## config.mk

```make
export PLATFORM = sky130hd
export DESIGN_NAME = addecrc_pad
export DESIGN_NICKNAME = d
export VERILOG_FILES = /design/src/rtl/ethpkg.sv /design/src/rtl/ecrc_byte_step.sv /design/src/rtl/addecrc_pad.sv
export SDC_FILE = /design/constraint.sdc
export NUM_CORES = 1
export LEC_CHECK = 0
export CAP_MARGIN = 20
export CORE_AREA = 2 2 79 81
export CTS_BUF_LIST = sky130_fd_sc_hd__clkbuf_16
export DETAILED_ROUTE_END_ITERATION = 10
export DIE_AREA = 0 0 81 83
export GPL_TIMING_DRIVEN = 0
export PLACE_DENSITY = 0.7
export SETUP_SLACK_MARGIN = 0.2
export SLEW_MARGIN = 20
export SYNTH_ARGS = -nofsm -noshare
export SYNTH_HDL_FRONTEND = slang
export SYNTH_HIERARCHICAL = 1
export SYNTH_SLANG_ARGS = --single-unit
```

## constraint.sdc

```tcl
create_clock -name i_clk -period 4.6 [get_ports i_clk]
set_input_delay 0.69 -clock i_clk [delete_from_list [all_inputs] [get_ports i_clk]]
set_output_delay 0.69 -clock i_clk [all_outputs]
set_load 0.02 [all_outputs]
```

## src/rtl/ethpkg.sv

```systemverilog
// ethpkg: shared Ethernet transmit/receive types and CRC-32 constants
package ethpkg;
  typedef enum logic [1:0] {IDLE, DATA, PAD, FCS} state_t;
  localparam logic [31:0] CRC_POLY = 32'hedb88320;
  localparam logic [31:0] CRC_INIT = 32'hffffffff;
  localparam int ETH_MINLEN = 60;
  localparam int FCS_BYTES = 4;
endpackage

```

## src/rtl/ecrc_byte_step.sv

```systemverilog
// ecrc_byte_step: combinational reflected CRC-32 update by one byte
module ecrc_byte_step
  import ethpkg::*;
#(
  parameter logic [31:0] POLY = ethpkg::CRC_POLY
) (
  input  logic [31:0] crc,
  input  logic [7:0]  data,
  output logic [31:0] nxt
);
  always_comb begin
    nxt = crc ^ {24'h0, data};
    for (int k = 0; k < 8; k++) nxt = nxt[0] ? ((nxt >> 1) ^ POLY) : (nxt >> 1);
  end
endmodule

```

## src/rtl/addecrc_pad.sv

```systemverilog
// addecrc_pad: optional min-length zero pad plus FCS append on a byte stream
// Define ADDECRC_PAD_EN to enable padding up to MINLEN bytes before the FCS.
module addecrc_pad
  import ethpkg::*;
#(
  parameter logic [31:0] CRC_POLY = ethpkg::CRC_POLY,
  parameter logic [31:0] CRC_INIT = ethpkg::CRC_INIT
`ifdef ADDECRC_PAD_EN
  , parameter int MINLEN = ETH_MINLEN
`endif
) (
  input  logic       i_clk,
  input  logic       i_reset,
  input  logic       i_en,
  input  logic       i_v,
  input  logic [7:0] i_byte,
  output logic       o_v,
  output logic [7:0] o_byte
);
  state_t state;
  logic [31:0] crc, crc_nxt, inv;
  logic [7:0] d, fcs_b;
  logic [1:0] idx;
  logic en_r, v_q, start;
`ifdef ADDECRC_PAD_EN
  logic [5:0] len, len_inc;
  assign len_inc = (len == 6'd63) ? len : len + 6'd1;
`endif
  // a new frame only starts on a genuine rising edge of i_v
  assign start = i_v && !v_q;
  assign d = (state == IDLE || (state == DATA && i_v)) ? i_byte : 8'h00;
  assign inv = ~crc;
  assign fcs_b = inv[{idx, 3'b000} +: 8];
  ecrc_byte_step #(.POLY(CRC_POLY)) u_step (
    .crc(state == IDLE ? CRC_INIT : crc),
    .data(d),
    .nxt(crc_nxt)
  );
  always_ff @(posedge i_clk or posedge i_reset)
    if (i_reset) begin
      state <= IDLE;
      o_v <= 1'b0;
      o_byte <= 8'h00;
      crc <= CRC_INIT;
      en_r <= 1'b0;
      idx <= 2'd0;
      v_q <= 1'b0;
`ifdef ADDECRC_PAD_EN
      len <= 6'd0;
`endif
    end else begin
      v_q <= i_v;
      case (state)
        IDLE: begin
          o_v <= start;
          o_byte <= start ? i_byte : 8'h00;
          if (start) begin
            state <= DATA;
            en_r <= i_en;
            crc <= crc_nxt;
`ifdef ADDECRC_PAD_EN
            len <= 6'd1;
`endif
          end
        end
        DATA:
          if (i_v) begin
            o_byte <= i_byte;
            crc <= crc_nxt;
`ifdef ADDECRC_PAD_EN
            len <= len_inc;
`endif
          end else if (!en_r) begin
            state <= IDLE;
            o_v <= 1'b0;
            o_byte <= 8'h00;
          end
`ifdef ADDECRC_PAD_EN
          else if (len < 6'(MINLEN)) begin
            o_byte <= 8'h00;
            crc <= crc_nxt;
            len <= len_inc;
            idx <= 2'd0;
            state <= (len_inc >= 6'(MINLEN)) ? FCS : PAD;
          end
`endif
          else begin
            o_byte <= fcs_b;
            idx <= 2'd1;
            state <= FCS;
          end
`ifdef ADDECRC_PAD_EN
        PAD: begin
          o_byte <= 8'h00;
          crc <= crc_nxt;
          len <= len_inc;
          state <= (len_inc >= 6'(MINLEN)) ? FCS : PAD;
        end
`endif
        default: begin
          o_byte <= fcs_b;
          idx <= idx + 2'd1;
          if (idx == 2'(FCS_BYTES - 1)) state <= IDLE;
        end
      endcase
    end
endmodule
```

==> impl_summary.md, run 1 <==
Placement
The half-perimeter wire length after detailed placement is 4530 um. The congestion estimate from routability-driven global placement came to slightly below 0.8. Timing analysis after detailed placement gives a worst setup slack of about 0.7 ns. The total of buffers placed on input and output ports is 20.

Clock tree
Buffers inserted to repair hold after CTS numbered 0. The H-tree depth is 2. At the later pin of the worst-skew pair, clock insertion delay measures just under 0.3 ns. The total clock buffers created by CTS is 5. The clock tree from TritonCTS is built.

The number of buffers between clock root and the deepest sink is 2. The number of setup buffers added after CTS is 0. The root buffer cell is sky130_fd_sc_hd__clkbuf_16. Post-CTS repair changed the size of 0 cells. After clock tree synthesis, the clock-pin slew on the worst setup and hold paths is 0.06 ns.

The sink count of the clock tree is 47.

STA
After routing, the total negative slack on setup checks comes to 0 ns. The ratio of final minimum period to clock period is 0.791. The worst setup slack after layout is around 0.96 ns. The worst slew margin relative to its limit is 0.505. Setup repair after global routing left no endpoint under its margin. Static timing analysis puts the maximum clock frequency at approximately 270 MHz. Setup violations remaining at the end of the flow were counted as 0. The number of max-slew violations in the final report was 0.

The maximum clock skew at final layout is ~0.0024 ns. The transition time at the pin with the least slew margin is 0.737 ns. The number of endpoints with negative hold slack in the final report is 0. After layout, the minimum clock period comes to 3.64 ns.

Route
Dividing the detail-routed wire length by the instance count gives 19.1 um. After detailed routing, the number of vias per cell comes to approximately 5.3. The met1 routed wirelength after detailed routing is slightly above 3000 um. The detailed-routed wire length on met3 is around 130 um. The number of vias after detailed routing is roughly 1800. The residual DRC count is 0. The uppermost layer routed is met4.

The first-pass iteration count of the detailed router is 4. The count of nets left with antenna violations once routing finished came out at 0. The routed length on met2 is approximately 3200 um. The aggregate routed wire length is around 6500 um. The first-iteration detailed-routing DRC count is 92.

Critical path
STA classifies the critical path startpoint as a primary input. The critical path class is primary input to flip-flop. The data arrival time at the worst-slack endpoint is a little under 4 ns.

The setup slack of the most critical reg-to-reg path is 1.44 ns. The capturing element type of the critical path is a flip-flop. In this run the worst path has a maximum fanout of 8.

The required time of the critical path is between 4 and 5 ns.

Synth
After technology mapping, the gate count stands at between 200 and 250. The post-synthesis sequential area ratio is 0.386. The cell type with the largest total area after synthesis is sky130_fd_sc_hd__dfstp_2. The register bit total from synthesis is between 40 and 50. The synthesized net count is 250. After synthesis the cells add up to between 3000 and 4000 um2. Averaged over all synthesized cells, the footprint is 13.3 um2. After synthesis, the cell types taking the most area are sky130_fd_sc_hd__dfstp_2 27%, sky130_fd_sc_hd__mux2_4 15%, sky130_fd_sc_hd__xnor2_1 12%.

The number of synthesis warnings is 6. The number of different library cells in the post-synthesis netlist is 32. The proportion of netlist area held by the largest area contributor is 0.267.

Floorplanning
The number of top-level design ports is 21. The number of standard-cell rows in the floorplan is 28. The core box area is ~5800 um2. The floorplan die width is around 81 um.

The floorplan step defined a die boundary enclosing between 6000 and 7000 um2. The height of the die is 83 um. For this configuration, the core starts out at a cell density of 0.541.

Global route
The pin count of the biggest net entering global routing is 29. The overall overflow remaining after global route is 0. The via count of the first global-routing pass is between 1500 and 2000. The first global-routing pass estimated 10800 um of wire. The initial antenna violation count is 0. In the global route stage, overall resource usage came out at 0.217.

Cells and area
The flip-flop and latch area is between 1000 and 1500 um2. In the final layout, the share of cells above drive strength 1 is 0.496. The footprint of the multi-input gates is 1830 um2. The number of antenna diodes in the final layout is 0. From synthesis to final layout, the design area changed by 14.5%.

In the final design database the tool counted about 280 nets. The number of fillers in the final layout is just under 500.

Worst hold path
The worst hold path class is flip-flop to flip-flop.

Job
The number of max-capacitance violations reported is 0.

Run status
The flow ran to the end, and the final reports show no timing, DRC or antenna violations.
-- final timing paths --
path / from / end / cells after the start
hold / removal: o_v / o_v / 2
min in group asynchronous: i_reset / o_byte[6] / 2
setup / recovery: i_v / crc[19] / 9
setup reg to reg: state[0] / crc[19] / 8
hold reg to reg: o_v / o_v / 2
max in group asynchronous: i_reset / crc[12] / 3
-- state kept, by name (all words and copies together), names as in the netlist --
register	count
idx	2
en_r	1
state	2
o_byte	8
v_q	1
crc	32
o_v	1
-- area by class of cell --
cell class / instances / area share
inverter: 4 / 0.00417
multi-input combinational: 176 / 0.509
clock inverter: 3 / 0.00452
sequential: 47 / 0.338
tap: 75 / 0.0261
buffer: 10 / 0.0229
clock buffer: 5 / 0.0347
timing repair buffer: 21 / 0.0611
-- per-stage QoR --
step                      instance area (um2)  hold WS, ns   util  cells
final                                    3600        0.564  0.619    341
after global routing                     3600        0.620  0.619    341
after floorplan                          3150        0.546      -    237
after CTS                                3600        0.565  0.619    341
after global placement                   3440        0.502  0.592    332
after detailed placement                 3460        0.545  0.595    333
-- cell usage in the layout (no fill, tap or decap), drive strengths merged --
master	instances
xnor3	2
o211a	1
o21ai	2
or2	32
and2	8
a21oi	2
nand2	1
clkinvlp	1
ha	1
clkbuf	9
dfstp	32
dfrtp	15
o21a	1
a22o	1
xor2	17
nor2	2
nor2b	1
mux2	33
xnor2	51
mux2i	2
clkinv	1
inv	5
nand3b	1
buf	7
clkdlybuf4s50	20
mux4	8
o2bb2ai	8
and3	1
nand2b	1
-- worst max-delay path: stages --
cell                              delay, ns
sky130_fd_sc_hd__clkdlybuf4s50_1       0.58
sky130_fd_sc_hd__nor2b_1               0.11
sky130_fd_sc_hd__nor2_1                0.49
sky130_fd_sc_hd__and2_1                0.33
sky130_fd_sc_hd__xor2_4                0.37
sky130_fd_sc_hd__xnor3_2               0.57
sky130_fd_sc_hd__xor2_1                0.31
sky130_fd_sc_hd__xnor2_1               0.12
sky130_fd_sc_hd__mux2_4                0.26
-- cell usage after synthesis (all sizes together) --
cell type  instances
buf                6
dfstp             32
o21ai              2
nand3b             1
mux2              33
dfrtp             15
o2bb2ai            8
a22o               1
xnor2             51
nor2               2
ha                 1
clkbuf             4
mux4               8
mux2i              2
nand2              1
nor2b              1
o21a               1
and3               1
or2               32
xor2              17
and2               8
xnor3              2
nand2b             1
o211a              1
a21oi              2
inv                4
-- per-layer routing --
metal | global-route usage | vias up
met1 | 0.306 | 928
met4 | 0.0647 | 0
met2 | 0.346 | 20
li1 | - | 846
met3 | 0.0293 | 9
met5 | 0 | -
-- cells by family (layout without fill, tap and decap cells) --
group,Yosys count,count (layout),synth area share
xor gates and xnor gates,70,70,0.227
and+or+nand+nor,47,47,0.0915
DFF,47,47,0.386
AOI/OAI and AO/OA,15,15,0.0406
buffers and inverters,14,43,0.0310
adders and majority gates,1,1,0.00398
muxes,43,43,0.220
Power of run 1 is not shown: default switching activity piles up to over one toggle a cycle in this logic, so the estimate is an artifact.
==> run 2: changes to the inputs <==
- clock period: 4.6 -> 3.46 ns (I/O delays scaled with it)
==> run 2 against run 1 <==
Cell area is 0.42% higher. Worst setup slack worse by 0.67 ns. Register-to-register slack worse by 1.0 ns. Critical path depth stayed put. Clock skew barely moved. Sequential cell count is the same. Via count is 1.2% higher. Die area unchanged. Global-route usage stayed put.
==> impl_summary.md, run 2 (synthesis results as in run 1) <==
Global route
The pin count of the biggest net entering global routing was 29 (unchanged). The global-route usage over all layers is 0.217 (unchanged). The via count of the first global-routing pass is 1963 (unchanged). The first-pass GRT wire length is 10800 um (unchanged). The initial antenna violation count is 0 (unchanged). The overall overflow remaining after global route is 0 (unchanged).

Critical path
The worst-path maximum fanout is 8 (unchanged). The required time of the critical path came to 3.68 ns (-1.14 ns). The data arrival time at the worst-slack endpoint is 3.38 ns (-0.47 ns).

The worst setup path is captured at a flip-flop. The highest-delay cell along the critical path is sky130_fd_sc_hd__xnor3_2. The stage delay of the slowest cell on the critical path is 0.57 ns (about the same). The type of element launching the critical path is a primary input. The critical path in this run is classified as primary input to flip-flop.

The critical path goes through clkdlybuf4s50_1 > nor2b_1 > nor2_4 > and2_1 > xor2_4 > xnor3_2 > xor2_1 > xnor2_1 > mux2_4. The buffer and inverter count on the worst path was 1 (unchanged). The kind of cell adding the most delay to the critical path is XOR/XNOR gates.

Cells and area
The most common cell after layout, fill and taps aside is sky130_fd_sc_hd__xnor2_1. The top cell types in the final layout, fill and taps aside, are 43 x sky130_fd_sc_hd__xnor2_1, 32 x sky130_fd_sc_hd__mux2_4, 32 x sky130_fd_sc_hd__or2_2, 32 x sky130_fd_sc_hd__dfstp_2, 20 x sky130_fd_sc_hd__clkdlybuf4s50_1. The number of fillers in the final layout is 483 (-0.21%).

The antenna diode count is 0 (unchanged). The register ranked first by flip-flop count is crc. The share of post-route cells with drive strength above 1 is 0.504 (+0.00752). The layout net count is 278 (unchanged). The layout overhead on the synthesized area is 15.0%. The number of flip-flops in the largest register is 32 (unchanged).

The largest registers in the layout are crc x32, o_byte x8. The final instance count without filler cells was 341 (unchanged).

Placement
The total instance count after detailed placement is 333 (unchanged). The total of buffers placed on input and output ports is 20 (unchanged). The half-perimeter wire length after detailed placement came to 4530 um (unchanged). The global placer's final weighted congestion is 0.788 (unchanged).

Route
The aggregate routed wire length is 6510 um (about the same). The residual DRC count came to 0 (unchanged). The first-pass iteration count of the detailed router came to 4 (unchanged). The ratio of routed vias to standard cells was 5.35 (+1.2%). The number of vias after detailed routing is 1824 (+1.2%).

The first-iteration detailed-routing DRC count is 107 (+16%). The number of routed nets with antenna violations is 0 (unchanged). The per-cell routed wire length came to 19.1 um (about the same).

Floorplanning
The core box area is 5820 um2 (unchanged). The height of the die was 83 um (unchanged). The number of standard-cell rows in the floorplan is 28 (unchanged). The floorplan die width was 81 um (unchanged).

The initial standard-cell utilization of the core is 0.541 (unchanged). The die area is 6720 um2 (unchanged). The number of top-level design ports is 21 (unchanged).

Clock tree
The clock insertion delay at the later pin of the skew report is 0.29 ns (about the same). TritonCTS built the clock tree. The register clock-pin slew on the reported worst setup and hold paths is 0.06 ns (about the same).

The H-tree depth is 2 (unchanged). The total clock buffers created by CTS came to 5 (unchanged). The number of setup buffers added after CTS is 0 (unchanged). The tree is rooted in a sky130_fd_sc_hd__clkbuf_16. The number of buffers between clock root and the deepest sink is 2 (unchanged). The sink count of the clock tree is 47 (unchanged).

STA
The worst slew margin relative to its limit is 0.541 (+0.0363). The count of final setup violators is 0 (unchanged). Setup repair after global routing could not meet its margin everywhere. For the finished layout, the period the worst path requires is about 3.2 ns.

The maximum clock skew at final layout was 0.00262 ns (+0.000260 ns). The transition time at the pin with the least slew margin is 0.688 ns (-0.0492 ns). Timing would allow up to between 300 and 400 MHz. The number of max-slew violations in the final report is 0 (unchanged). The number of endpoints with negative hold slack in the final report was 0 (unchanged). Of the available clock period, the critical path in the final layout requires 0.914.

Run status
The flow ran to the end, and the final reports show no timing, DRC or antenna violations.

Worst hold path
The worst hold path class is primary input to asynchronous set/reset pin.

Job
The number of max-capacitance violations reported was 0 (unchanged).
-- run 2: cell count changes in the layout (fill, tap and decap cells not counted) --
cell,before,now
sky130_fd_sc_hd__nor2_4,0,1
sky130_fd_sc_hd__xnor2_2,7,8
sky130_fd_sc_hd__xnor2_1,44,43
sky130_fd_sc_hd__nor2_1,2,1
-- run 2: repair_timing --
item,in CTS,in global routing
hold endpoints to repair,0,0
setup endpoints to repair,4,6
gates resized for setup,1,2
hold buffers,0,0
-- run 2: worst reg2reg max path: cells and delay by family (launching register included) --
family                    cells  cell delay (ns)
and+or+nand+nor               2             0.57
buffers and inverters         2             0.55
xor gates and xnor gates      4             1.21
muxes                         1             0.27
DFF                           1             0.37
-- run 2: final timing paths --
kind	from	to	slack, ns	cells past startpoint
setup / recovery	i_v	crc[19]	0.30	9
hold / removal	i_reset	o_byte[6]	0.56	2
setup reg to reg	state[1]	crc[27]	0.42	9
hold reg to reg	o_v	o_v	0.57	2
max in group asynchronous	i_reset	crc[4]	2.33	3
min in group i_clk	o_v	o_v	0.57	2
-- run 2: cell type report --
cell class | instances | area [um2] | share of cell area
buffer | 10 | 82.6 | 0.0228
multi-input combinational | 176 | 1850 | 0.511
sequential | 47 | 1220 | 0.336
inverter | 4 | 15.0 | 0.00415
tap | 75 | 93.8 | 0.0259
clock inverter | 3 | 16.3 | 0.00450
clock buffer | 5 | 125 | 0.0346
timing repair buffer | 21 | 220 | 0.0609
-- run 2: through the flow --
stage          utilization  area (um2)  hold WS [ns]  TNS, ns  setup WS [ns]
2_1_floorplan            -        3150         0.546        0          0.939
6_report             0.622        3620         0.562        0          0.297
4_1_cts              0.620        3600         0.565        0          0.201
5_1_grt              0.622        3620         0.620        0          0.144
3_5_place_dp         0.595        3460         0.545    -1.11         -0.275
3_3_place_gp         0.592        3440         0.502   -0.836         -0.255
-- run 2: per-layer routing --
layer	GRT usage	wire length [um]	up-vias
li1	-	-	848
met1	0.306	3080	940
met2	0.346	3170	27
met3	0.0293	163	9
met4	0.0647	104	0
met5	0	0	-
Power of run 2 is left out for the same reason.
==> run 3: changes to the inputs <==
- HOLD_SLACK_MARGIN: unset -> 0.06
- SKIP_CTS_REPAIR_TIMING: unset -> 1
==> results of run 3 <==
The final DEF is identical to that of run 2; final timing and power are the same.
Power of run 3 is left out for the same reason.
